### config.mk
export PLATFORM = sky130hd
export DESIGN_NAME = jk_seq_driver
export DESIGN_NICKNAME = d
export VERILOG_FILES = /design/src/rtl/jk_seq_driver.sv
export SDC_FILE = /design/constraint.sdc
export NUM_CORES = 1
export LEC_CHECK = 0
export CORE_MARGIN = 3
export CORE_UTILIZATION = 50
export DETAILED_ROUTE_END_ITERATION = 10
export PLACE_DENSITY = 0.82
export SYNTH_ARGS = -nofsm -noshare
export SYNTH_HDL_FRONTEND = slang
export SYNTH_SLANG_ARGS = --single-unit
export TNS_END_PERCENT = 100
### constraint.sdc
create_clock -name clk -period 3.75 [get_ports clk]
set_clock_uncertainty 0.05 [all_clocks]
set_input_delay 0.9375 -clock clk [delete_from_list [all_inputs] [get_ports clk]]
set_output_delay 0.9375 -clock clk [all_outputs]
set_load 0.005 [all_outputs]
### src/rtl/jk_seq_driver.sv
// Drives J/K of an external JK flop so Q follows a target bit stream, then checks Q (JK_SEQ_TOGGLE_EN: toggle excitation).
// Latency: J/K registered at the accept edge, Q checked 2 cycles later; one bit every 3 cycles.
// Backpressure: tgt_ready is low in DRIVE and CHECK; tgt_valid is ignored while busy.
module jk_seq_driver #(
  parameter int CNT_W = 8
) (
  input  logic             clk,
  input  logic             rst,
  input  logic             tgt_valid,
  input  logic             tgt_bit,
  output logic             tgt_ready,
  input  logic             q_fb,
  output logic             J,
  output logic             K,
  output logic             exp_q,
  output logic             busy,
  output logic [CNT_W-1:0] bit_cnt,
  output logic [CNT_W-1:0] err_cnt,
  output logic             err_flag,
  input  logic             err_clr
);

  typedef enum logic [1:0] {IDLE, DRIVE, CHECK} state_t;

  state_t           state, state_nxt;
  logic             accept;
  logic             mismatch;
  logic             j_nxt, k_nxt;
  logic [CNT_W-1:0] err_base;
  logic [CNT_W-1:0] err_cnt_nxt;

  always_comb begin
    state_nxt = state;
    tgt_ready = 1'b0;
    busy      = 1'b0;
    accept    = 1'b0;
    mismatch  = 1'b0;
    case (state)
      IDLE: begin
        tgt_ready = 1'b1;
        accept    = tgt_valid;
        if (tgt_valid) state_nxt = DRIVE;
      end
      DRIVE: begin
        busy      = 1'b1;
        state_nxt = CHECK;
      end
      CHECK: begin
        busy      = 1'b1;
        mismatch  = (q_fb != exp_q);
        state_nxt = IDLE;
      end
      default: state_nxt = IDLE;
    endcase
  end

  // Excitation needed to move the flop from q_fb to tgt_bit; equal values hold.
  always_comb begin
`ifdef JK_SEQ_TOGGLE_EN
    j_nxt = q_fb ^ tgt_bit;
    k_nxt = q_fb ^ tgt_bit;
`else
    j_nxt = ~q_fb & tgt_bit;
    k_nxt = q_fb & ~tgt_bit;
`endif
  end

  // A clear on the same edge as a mismatch clears first, then counts.
  always_comb begin
    err_base    = err_clr ? '0 : err_cnt;
    err_cnt_nxt = err_base;
    if (mismatch && (err_base != '1)) err_cnt_nxt = err_base + CNT_W'(1);
  end

  always_ff @(posedge clk) begin
    if (rst) begin
      state    <= IDLE;
      J        <= 1'b0;
      K        <= 1'b0;
      exp_q    <= 1'b0;
      bit_cnt  <= '0;
      err_cnt  <= '0;
      err_flag <= 1'b0;
    end else begin
      state    <= state_nxt;
      err_cnt  <= err_cnt_nxt;
      err_flag <= (err_flag & ~err_clr) | mismatch;
      if (accept) begin
        J       <= j_nxt;
        K       <= k_nxt;
        exp_q   <= tgt_bit;
        bit_cnt <= bit_cnt + CNT_W'(1);
      end else begin
        J <= 1'b0;
        K <= 1'b0;
      end
    end
  end

endmodule

# ---- Yosys cells after proc, flatten, opt, wreduce, memory -nomap -nowiden
# Cells that the tools add are included.
dict set report classes {
  addsub 2
  muxes 8
  n_reduce_logical 4
  bitwise_logic 8
  eq_ne 5
}
# op n
set ops {}
lappend ops {{8-bit by 1-bit adder with 8-bit output, second input constant} 2}
lappend ops {{8-bit two-way mux} 2}
lappend ops {{8-bit != test, second input constant} 1}
lappend ops {{1-bit two-way mux} 4}
lappend ops {{1-bit NOT} 4}
lappend ops {{2-bit case mux with 2 select lines} 1}
lappend ops {{2-bit OR reduction} 2}
lappend ops {{1-bit bitwise AND} 3}
lappend ops {{2-bit by 1-bit == test with 1-bit output, second input constant} 1}
lappend ops {{2-bit == test, second input constant} 1}
lappend ops {{2-bit zero test} 1}
lappend ops {{2-bit two-way mux} 1}
lappend ops {{2-bit != test, second input constant} 1}
lappend ops {{1-bit logical AND} 1}
lappend ops {{1-bit != test} 1}
lappend ops {{1-bit bitwise OR} 1}
dict set report totals {
  out_inout_bits 22
  register_bits 22
}

# ---- Logic depth before layout (Yosys ltp)
# Gate-level depths: netlist (run 1).
dict set report logic_depth {
  ltp_word 4
  ltp_mapped 7
  ltp_nobuf 6
}

# ---- Least setup slack after synthesis (run 1)
# No wires, ideal clock.
dict set report synth_timing {
  kind {input -> register}
  startpoint {in err_clr}
  endpoint {reg err_cnt[0]}
  path_buffers 1
  slack_ps 1668
  required_time_ps 3641
  setup_time_ps 59
  t_arrival_ps 1973
  cell_stages 5
  cell_sequence {buf_6 and4b_2 nand4_4 a2111oi_2 a31o_1}
}
dict set report synth_between {
  elab_chain_len 4
  elab_cells_between_ends 5
  cone_classes {add/sub: 1; eq/ne: 1; mux: 2; reduce/logical: 1}
}
# item line
set synth_lines {}
lappend synth_lines {{start: declaration} 20} ;# input logic err_clr
lappend synth_lines {{8-bit two-way mux *} 70} ;# err_base = err_clr ? '0 : err_cnt;
lappend synth_lines {{branches (longest 2 deep; another with 8-bit by 1-bit adder with 8-bit output)} --}
lappend synth_lines {{8-bit two-way mux *} 72} ;# if (mismatch && (err_base != '1)) err_cnt_nxt = err_base + CNT_W'(1);
lappend synth_lines {{end signal: assignment} 86} ;# err_cnt <= err_cnt_nxt;
lappend synth_lines {{end: declaration} 18} ;# output logic [CNT_W-1:0] err_cnt,
# Every way passes the cells marked *.
# A chain may end at the register's enable or synchronous reset.

# ---- Worst setup path in the final report (run 1)
dict set report layout_timing {
  startpoint {reg state[1]}
  endpoint {out busy}
}
dict set report layout_between {
  elab_chain_len 3
  elab_cells_between_ends 4
  cone_classes {eq/ne: 2; mux: 1; reduce/logical: 1}
}
# item line
set layout_lines {}
lappend layout_lines {{start: declaration} 25} ;# state_t state, state_nxt;
lappend layout_lines {{start signal: assignment} 85} ;# state <= state_nxt;
lappend layout_lines {{2-bit by 1-bit == test with 1-bit output or 2-bit == test (tied branches)} 38} ;# case (state)
lappend layout_lines {{2-bit OR reduction (no line) *} --}
lappend layout_lines {{1-bit two-way mux *} 38}
lappend layout_lines {{end: declaration} 16} ;# output logic busy,
# Mark *: on every way between the ends. The rest lies on a longest branch, timed or not.

==> results of run 1 <==
metrics by stage:
stage | utilization | worst slack [ps] | hold slack [ps]
2_1_floorplan | - | 1670 | 424
3_3_place_gp | 0.678 | 961 | 418
3_5_place_dp | 0.678 | 890 | 429
4_1_cts | 0.705 | 1170 | 449
5_1_grt | 0.705 | 1110 | 479
6_report | 0.705 | 1190 | 442
registers in the layout, indices dropped and copies added, names as in the netlist:
name / count
exp_q: 1
K: 1
bit_cnt: 8
err_cnt: 8
state: 2
J: 1
err_flag: 1
synth_stat cells (all sizes together):
cell	number	area, µm²
o211ai	1	7.51
and4	2	17.5
and3b	1	10.0
dfxtp	22	440
a2111oi	3	45.0
and3	3	23.8
a31oi	2	12.5
mux2i	3	30.0
nor2	11	41.3
nand2	10	37.5
buf	2	18.8
and4b	1	11.3
a31o	2	17.5
nand3	1	5.00
nand2b	1	6.26
clkbuf	4	15.0
or3	2	13.8
nand4	5	46.3
nor4b	2	17.5
a21oi	7	35.0
and2	2	12.5
ha	5	62.6
xor2	6	52.6
inv	6	22.5
o211a	1	10.0
a22oi	1	7.51
nor4	1	12.5
a311o	1	10.0
o21ai	1	5.00
xnor2	1	8.76
and2b	1	10.0
per-layer routing:
layer	share of wire	track usage	vias to the layer above
met5	0	0	-
li1	-	-	448
met3	0.055	0.0370	3
met1	0.48	0.209	397
met2	0.45	0.272	24
met4	0.015	0.0766	0
worst register-to-register path: stages, from the launching register on:
cell	delay (ps)
dfxtp_1	350
inv_1	100
ha_1	220
and4_1	260
nand4_1	170
or3_1	380
a21oi_1	130
cell families (layout without fill, tap and decap cells):
| logic type | Yosys count | after routing | share of synthesized area |
|---|---|---|---|
| multiplexers | 3 | 3 | 0.0282 |
| XOR/XNOR | 7 | 7 | 0.0575 |
| AO/OA/AOI/OAI | 19 | 19 | 0.141 |
| AND/OR/NAND/NOR | 43 | 43 | 0.249 |
| buffers and inverters | 12 | 38 | 0.0528 |
| adder cells (fa/ha/maj) | 5 | 5 | 0.0587 |
| flip-flops | 22 | 22 | 0.413 |
report_power, final:
| part | leakage (µW) | switching, µW | total [µW] | internal [µW] |
|---|---|---|---|---|
| Combinational | 0.000335 | 39.9 | 86.0 | 46.1 |
| Sequential | 0.000178 | 10.1 | 254 | 244 |
| Clock | 0.0000279 | 73.7 | 182 | 108 |
worst max path at each step:
stage / start / endpoint / cells past startpoint
after detailed placement: err_clr / err_cnt[6]$_SDFF_PP0_ / 5
after global placement: err_clr / err_cnt[6]$_SDFF_PP0_ / 5
final: state[1]$_SDFFE_PP0P_ / busy / 3
after floorplan: err_clr / err_cnt[0]$_SDFF_PP0_ / 5
after CTS: state[1]$_SDFFE_PP0P_ / busy / 3
after global routing: state[0]$_SDFFE_PP0P_ / busy / 3
final cells by class:
| type | instances | area, µm² | area share |
|---|---|---|---|
| Inverter | 6 | 22.5 | 0.0161 |
| Clock buffer | 3 | 22.5 | 0.0161 |
| Multi-Input combinational cell | 77 | 569 | 0.408 |
| Tap cell | 27 | 33.8 | 0.0242 |
| Sequential cell | 22 | 440 | 0.315 |
| Timing Repair Buffer | 28 | 278 | 0.199 |
| Clock inverter | 1 | 30.0 | 0.0215 |
==> results.tsv, run 1 <==
metric	value	unit
status	complete, no violations	
ant_nets	0	
holdPathEnd	exp_q$_SDFFE_PP0P_	
fin_tns_setup	0	ps
gp_congestion	0.742	
numClockSinks	22	
hp-class	flop to flop	
cts_buffer_depth	2	
die_w	52.2	µm
io_buffers	27	
ys_seq_area_frac	0.413	
power_density	374	nW/µm²
dp_hpwl	1510	µm
worstSkewPairLatency	310	ps
hold_buffers	0	
max-cap-violations	0	
cp_data_required_time	2760	ps
r2r-end	bit_cnt[7]$_SDFFE_PP0P_	
first_iter_violations	10	
ios	28	
critPathMaxFanout	3	
grt_pass1_wl	3400	µm
path_clk_slew	130	ps
period_needed	2560	ps
fmax	390	MHz
hold_violations	0	
drive_gt1_frac	0.109	
crit_path_top_delay_cell	clkdlybuf4s50_1	
placed_area	1340	µm²
crit_chain	inv_1 -> ha_1 -> clkdlybuf4s50_1	
total_power	522	µW
first_global_vias	773	
rsz0062_at_grt	no	
num_vias	872	
grt-ovfl-total	0	
die_area	2720	µm²
startpoint_type	flop	
synth_cell_types	35	
post_cts_buffers	0	
finalMaxSlewViolations	0	
ff2ff_setup_slack	2030	ps
first_pass_iters	4	
r2r_cells	6	
wirelength	2040	µm
syn-num-nets	122	
post_drt_wl_per_cell	12.4	µm
viasPerCell	5.32	
fin_crit_sh	0.684	
nets	149	
syn_to_final_growth	31.0	%
syn_area_per_cell	9.60	µm²
hold_depth	2	
worst_slew_pin_slew	422	ps
yosysWarnings	0	
antennaDiodeCount	0	
syn_area	1070	µm²
worst-path-buf-inv	2	
final_cell_mix	clkdlybuf4s50_1, dfxtp_1, nor2_1	
instances_no_fill	164	
rows	16	
slowest_delay	510	ps
post_cts_resize_count	0	
power_leakage	0.000541	µW
finalSetupViolations	0	
antenna_found_initial	0	
crit_family	buffers and inverters	
track_usage	0.167	
core_area	1980	µm²
worstPathArrival	1580	ps
fillCellCount	156	
ir_drop	0.000320	V
layout_commonest_cell	clkdlybuf4s50_1	
cts_tree	built	
r2r-start	state[1]$_SDFFE_PP0P_	
drc	0	
cts_max_level	1	
fin_area	1400	µm²
critical_path_class	flop to output pin	
relSlewSlack	0.718	
synth_seq_cells	22	
hp-start	exp_q$_SDFFE_PP0P_	
grt_max_degree	25	
synth_cells	111	
end_kind	output pin	
cts_root_buf	clkbuf_4	
dp.cells	160	
initial_core_util	0.538	
die-height	52.2	µm
cts_buffers	3	
Note: power is estimated with default switching activity, not from simulation.
==> inputs of run 2 (changes only) <==
--- a/config.mk
+++ b/config.mk
@@ -6,9 +6,9 @@
 export NUM_CORES = 1
 export LEC_CHECK = 0
 export CORE_MARGIN = 3
-export CORE_UTILIZATION = 50
+export CORE_UTILIZATION = 47
 export DETAILED_ROUTE_END_ITERATION = 10
-export PLACE_DENSITY = 0.82
+export PLACE_DENSITY = 0.78
 export SYNTH_ARGS = -nofsm -noshare
 export SYNTH_HDL_FRONTEND = slang
 export SYNTH_SLANG_ARGS = --single-unit
==> constraint.sdc (replaced) <==
create_clock -name clk -period 2.5 [get_ports clk]
set_clock_uncertainty 0.05 [all_clocks]
set_input_delay 0.625 -clock clk [delete_from_list [all_inputs] [get_ports clk]]
set_output_delay 0.625 -clock clk [all_outputs]
set_load 0.005 [all_outputs]
==> run 2 against run 1 <==
Effect of this change: clock power down 14%; setup slack worse by 890 ps; non-clock buffer count up 1; global-route usage up 2.0 points; register-to-register slack worse by 1300 ps; clock-buffer cell count unchanged; total power up 28%; final cell count unchanged; via count down 0.80%; critical endpoint unchanged; largest power group unchanged.
==> results.tsv, run 2 (same netlist as run 1, synthesis figures left out) <==
metric	value	unit	change
r2r-end	bit_cnt[7]$_SDFFE_PP0P_		unchanged
antenna_found_initial	0		unchanged
core_area	2060	µm²	was 1980 µm²
hold_ws	450	ps	was 442 ps
power_leakage	0.000536	µW	was 0.000541 µW
fin_crit_sh	0.882		
post_cts_resize_count	0		unchanged
ff2ff_setup_slack	710	ps	was 2030 ps
critPathMaxFanout	3		unchanged
dp.cells	161		was 160
relSlewSlack	0.732		was 0.718
die-height	53.6	µm	was 52.2 µm
worstPathArrival	1530	ps	was 1580 ps
nets	150		was 149
r2r-start	state[1]$_SDFFE_PP0P_		unchanged
die_w	53.6	µm	was 52.2 µm
wirelength	2250	µm	was 2040 µm
startpoint_type	flop		unchanged
cts_max_level	1		unchanged
grt_max_degree	18		was 25
ir_drop	0.000334	V	was 0.000320 V
first_pass_iters	4		unchanged
first_iter_violations	9		was 10
layout_commonest_cell	clkdlybuf4s50_1		unchanged
numClockSinks	22		unchanged
hold_violations	0		unchanged
post_drt_wl_per_cell	13.7	µm	was 12.4 µm
syn_to_final_growth	30.0	%	was 31.0%
drive_gt1_frac	0.109		unchanged
cts_root_buf	clkbuf_4		unchanged
die_area	2880	µm²	was 2720 µm²
cts_tree	built		unchanged
ant_nets	0		unchanged
instances_no_fill	164		unchanged
viasPerCell	5.27		was 5.32
r2r_cells	6		unchanged
initial_core_util	0.517		was 0.538
status	complete, no violations		unchanged
path_clk_slew	110	ps	was 130 ps
end_kind	output pin		unchanged
final_cell_mix	clkdlybuf4s50_1, dfxtp_1, nor2_1		unchanged
cts_buffers	3		unchanged
drc	0		unchanged
cts_buffer_depth	2		unchanged
finalMaxSlewViolations	0		unchanged
fin_tns_setup	0	ps	unchanged
dp_hpwl	1770	µm	was 1510 µm
finalSetupViolations	0		unchanged
critical_path_class	flop to output pin		unchanged
ios	28		unchanged
io_buffers	27		unchanged
holdPathEnd	exp_q$_SDFFE_PP0P_		unchanged
rows	16		unchanged
period_needed	2210	ps	
grt-ovfl-total	0		unchanged
worst_slew_pin_slew	401	ps	was 422 ps
fillCellCount	170		was 156
cp_data_required_time	1820	ps	was 2760 ps
hold_depth	2		unchanged
fmax	453	MHz	
rsz0062_at_grt	no		unchanged
hp-start	exp_q$_SDFFE_PP0P_		unchanged
hp-class	flop to flop		unchanged
top_regs	bit_cnt x8, err_cnt x8, state x2		unchanged
num_vias	865		was 872
grt_pass1_wl	3870	µm	was 3400 µm
worstSkewPairLatency	310	ps	about the same
track_usage	0.187		was 0.167
hold_buffers	0		unchanged
power_density	484	nW/µm²	was 374 nW/µm²
first_global_vias	889		was 773
gp_congestion	0.721		was 0.742
antennaDiodeCount	0		unchanged
post_cts_buffers	0		unchanged
max-cap-violations	0		unchanged
## run 2: cell count changes in the layout (fill, tap and decap cells not counted)
cell       previous run  this run
bufinv_16             1         0
buf_12                0         1
## run 2: metrics by stage
step / power [µW] / area, µm² / utilization / setup WS (ps)
6_report: 670 / 1390 / 0.672 / 295
5_1_grt: 711 / 1390 / 0.672 / 207
4_1_cts: 679 / 1390 / 0.672 / 262
3_5_place_dp: 523 / 1360 / 0.661 / 118
3_3_place_gp: 518 / 1360 / 0.661 / 240
2_1_floorplan: 458 / 1070 / - / 730
## run 2: worst max path at each step
stage / endpoint / start / depth (start not counted)
after floorplan: err_cnt[0]$_SDFF_PP0_ / err_clr / 5
after global placement: err_cnt[6]$_SDFF_PP0_ / q_fb / 5
after global routing: tgt_ready / state[1]$_SDFFE_PP0P_ / 3
after detailed placement: err_cnt[6]$_SDFF_PP0_ / q_fb / 5
final: busy / state[1]$_SDFFE_PP0P_ / 3
after CTS: busy / state[1]$_SDFFE_PP0P_ / 3
## run 2: area by class of cell
type / count / area, µm² / share of cell area
sequential: 22 / 440 / 0.318
inverter: 6 / 22.5 / 0.0162
timing repair buffer: 29 / 298 / 0.215
multi-input combinational: 77 / 569 / 0.411
tap: 27 / 33.8 / 0.0244
clock buffer: 3 / 22.5 / 0.0162
## run 2: critical path, cell delays in order (launching register included)
cell,delay [ps]
dfxtp_1,380
inv_1,90
ha_1,270
clkdlybuf4s50_1,490
## run 2: routing by layer
layer | GRT usage | up-vias | wire (µm)
li1 | - | 447 | -
met5 | 0 | - | 0
met2 | 0.329 | 23 | 1150
met4 | 0.0468 | 0 | 10
met3 | 0.0582 | 2 | 113
met1 | 0.219 | 393 | 972
## run 2: report_power, final
| part | internal, µW | total [µW] | switching (µW) |
|---|---|---|---|
| Sequential | 366 | 382 | 15.9 |
| Clock | 56.3 | 156 | 99.8 |
| Combinational | 72.2 | 133 | 60.4 |
==> inputs of run 3 (changes only) <==
--- a/config.mk
+++ b/config.mk
@@ -5,8 +5,9 @@
 export SDC_FILE = /design/constraint.sdc
 export NUM_CORES = 1
 export LEC_CHECK = 0
+export ABC_AREA = 1
 export CORE_MARGIN = 3
-export CORE_UTILIZATION = 47
+export CORE_UTILIZATION = 48
 export DETAILED_ROUTE_END_ITERATION = 10
 export PLACE_DENSITY = 0.78
 export SYNTH_ARGS = -nofsm -noshare
==> run 3 against run 2 <==
Effect of this change: setup slack better by 8.6 ps; core utilization down 1.4 points; synthesized area up 10%; final cell count up 40%; via count up 29%; sequential share of layout area down 2.4 points; clock-buffer cell count up 1; clock power up 25%; global-route usage down 2.1 points; die area up 7.2%; cell area up 8.1%; maximum frequency up 0.39%.
==> results.tsv, run 3 <==
metric	value	unit	change
worst-path-buf-inv	2		unchanged
multi_input_area	597	µm²	was 569 µm²
fin_tns_setup	0	ps	unchanged
crit_chain	inv_1 -> ha_1 -> clkdlybuf4s50_1		unchanged
fillCellCount	213		was 170
synth_area_leaders	dfxtp_1, nand2_1, inv_1		was dfxtp_1, ha_1, xor2_1
synth_cells	172		was 111
status	complete, no violations		unchanged
post_cts_buffers	0		unchanged
wirelength	2460	µm	was 2250 µm
power_frac_seq	0.526		was 0.569
finalSetupViolations	0		unchanged
gp_congestion	0.761		was 0.721
cts_max_level	1		unchanged
first_iter_violations	31		was 9
p_sw_frac	0.271		was 0.263
startpoint_type	flop		unchanged
finalMaxSlewViolations	0		unchanged
grt_max_degree	16		was 18
hold_violations	0		unchanged
rsz0062_at_grt	no		unchanged
fin_crit_sh	0.879		was 0.882
fmax	455	MHz	was 453 MHz
critical_path_class	flop to output pin		unchanged
power_frac_comb	0.205		was 0.198
track_usage	0.166		was 0.187
final_cell_mix	nand2_1, inv_1, clkdlybuf4s50_1		was clkdlybuf4s50_1, dfxtp_1, nor2_1
cts_buffer_depth	2		unchanged
power_density	483	nW/µm²	was 484 nW/µm²
p_int	528	µW	was 494 µW
worstPathArrival	1520	ps	was 1530 ps
io_buffers	27		unchanged
syn_area_per_cell	6.85	µm²	was 9.60 µm²
ys_seq_area_frac	0.374		was 0.413
netlist_top_cells_count	nand2_1, inv_1, nor2_1, dfxtp_1, nand3_1		was dfxtp_1, nor2_1, nand2_1, a21oi_1
hp-class	flop to flop		unchanged
yosys.cell_count.top_type	nand2_1		was dfxtp_1
synth_seq_cells	22		unchanged
antenna_found_initial	0		unchanged
post_drt_wl_per_cell	10.8	µm	was 13.7 µm
grt-ovfl-total	0		unchanged
cts_buffers	3		unchanged
first_global_vias	1065		was 889
cts_root_buf	clkbuf_4		unchanged
nets	213		was 150
syn-num-nets	183		was 122
grt_pass1_wl	4340	µm	was 3870 µm
first_pass_iters	4		unchanged
worstSkewPairLatency	300	ps	was 310 ps
ir_drop	0.000377	V	was 0.000334 V
numClockSinks	22		unchanged
ys_async_sr_fraction	0		unchanged
p_sw	197	µW	was 176 µW
synth.largest_area_cell	dfxtp_1		unchanged
core_area	2280	µm²	was 2060 µm²
syn_to_final_growth	27.3	%	was 30.0%
end_kind	output pin		unchanged
rows	17		was 16
drive_gt1_frac	0.0846		was 0.109
viasPerCell	4.86		was 5.27
syn_area	1180	µm²	was 1070 µm²
power_leakage	0.000638	µW	was 0.000536 µW
top_regs	bit_cnt x8, err_cnt x8, state x2		unchanged
path_clk_slew	120	ps	was 110 ps
dp_hpwl	1960	µm	was 1770 µm
seq_area	440	µm²	unchanged
ios	28		unchanged
total_power	725	µW	was 670 µW
ff2ff_setup_slack	860	ps	was 710 ps
cts_tree	built		unchanged
die-height	55.5	µm	was 53.6 µm
worst_slack	303	ps	was 295 ps
die_area	3080	µm²	was 2880 µm²
synth-edff-count	0		unchanged
worst_slew_pin_slew	459	ps	was 401 ps
critPathMaxFanout	4		was 3
drc	0		unchanged
post-place-ws	364	ps	was 118 ps
post_cts_resize_count	0		unchanged
initial_core_util	0.517		about the same
synth_cell_types	21		was 35
slowest_delay	500	ps	was 490 ps
ant_nets	0		unchanged
die_w	55.5	µm	was 53.6 µm
hold_buffers	0		unchanged
yosysWarnings	0		unchanged
power_frac_clock	0.269		was 0.233
layout_commonest_cell	nand2_1		was clkdlybuf4s50_1
period_needed	2200	ps	was 2210 ps
relSlewSlack	0.694		was 0.732
ys.flop_type	dfxtp_1		unchanged
antennaDiodeCount	0		unchanged
max-cap-violations	0		unchanged
crit_family	buffers and inverters		unchanged
num_vias	1112		was 865
cp_data_required_time	1820	ps	about the same
yosysTopAreaCellShare	0.374		was 0.413
hold_ws	432	ps	was 450 ps
crit_path_top_delay_cell	clkdlybuf4s50_1		unchanged
==> run 3: changes by cell type after synthesis, moves of 3 or more <==
cell / change
a21oi_1: +3
mux2i_1: -3
o21ai_0: +5
clkbuf_1: -4
nand3_1: +11
xor2_1: -6
nor2_4: +3
a2111oi_2: -3
inv_1: +22
nand2_1: +31
nor2_1: +15
==> run 3: layout make-up <==
type / count / share of cell area
clock buffer: 4 / 0.0242
inverter: 30 / 0.0751
multi-input combinational: 117 / 0.398
tap: 28 / 0.0234
timing repair buffer: 28 / 0.185
sequential: 22 / 0.294
==> run 3: power by group through the flow <==
stage | Clock [µW] | Combinational (µW) | Sequential (µW)
floorplan | 0 | 82.1 | 388
global placement | 0 | 144 | 389
detailed placement | 0 | 150 | 389
CTS | 202 | 151 | 381
global route | 217 | 169 | 385
finish | 195 | 149 | 381
==> run 3: worst min-delay path, delay by kind of cell (launching register included) <==
family,cells,cell delay [ps]
AOI/OAI and AO/OA,1,50
DFF,1,330
and+or+nand+nor,1,60
==> run 3: cells by family after synthesis <==
group / count (synthesis) / synth area share
adders and majority gates: 5 / 0.0531
xor gates and xnor gates: 1 / 0.00744
buffers and inverters: 33 / 0.119
DFF: 22 / 0.374
and+or+nand+nor: 93 / 0.363
AOI/OAI and AO/OA: 18 / 0.0829
==> run 3: metrics by stage <==
stage / util / instance area (µm²) / instances
floorplan: - / 1180 / 172
global placement: 0.643 / 1460 / 225
detailed placement: 0.643 / 1460 / 225
CTS: 0.659 / 1500 / 229
global route: 0.659 / 1500 / 229
finish: 0.659 / 1500 / 229
==> run 3: worst paths after layout <==
check	cells after the start	start	end
setup / recovery	3	state[0]$_SDFFE_PP0P_	busy
hold / removal	2	err_flag$_SDFF_PP0_	err_flag$_SDFF_PP0_
setup reg to reg	9	state[0]$_SDFFE_PP0P_	bit_cnt[6]$_SDFFE_PP0P_
hold reg to reg	2	err_flag$_SDFF_PP0_	err_flag$_SDFF_PP0_
==> run 3: routing by layer <==
metal | routed length, µm | GRT usage | part of all wire
met2 | 1270 | 0.311 | 0.52
met5 | 0 | 0 | 0
met3 | 73 | 0.0257 | 0.030
met1 | 1100 | 0.199 | 0.45
met4 | 17 | 0.0313 | 0.0069
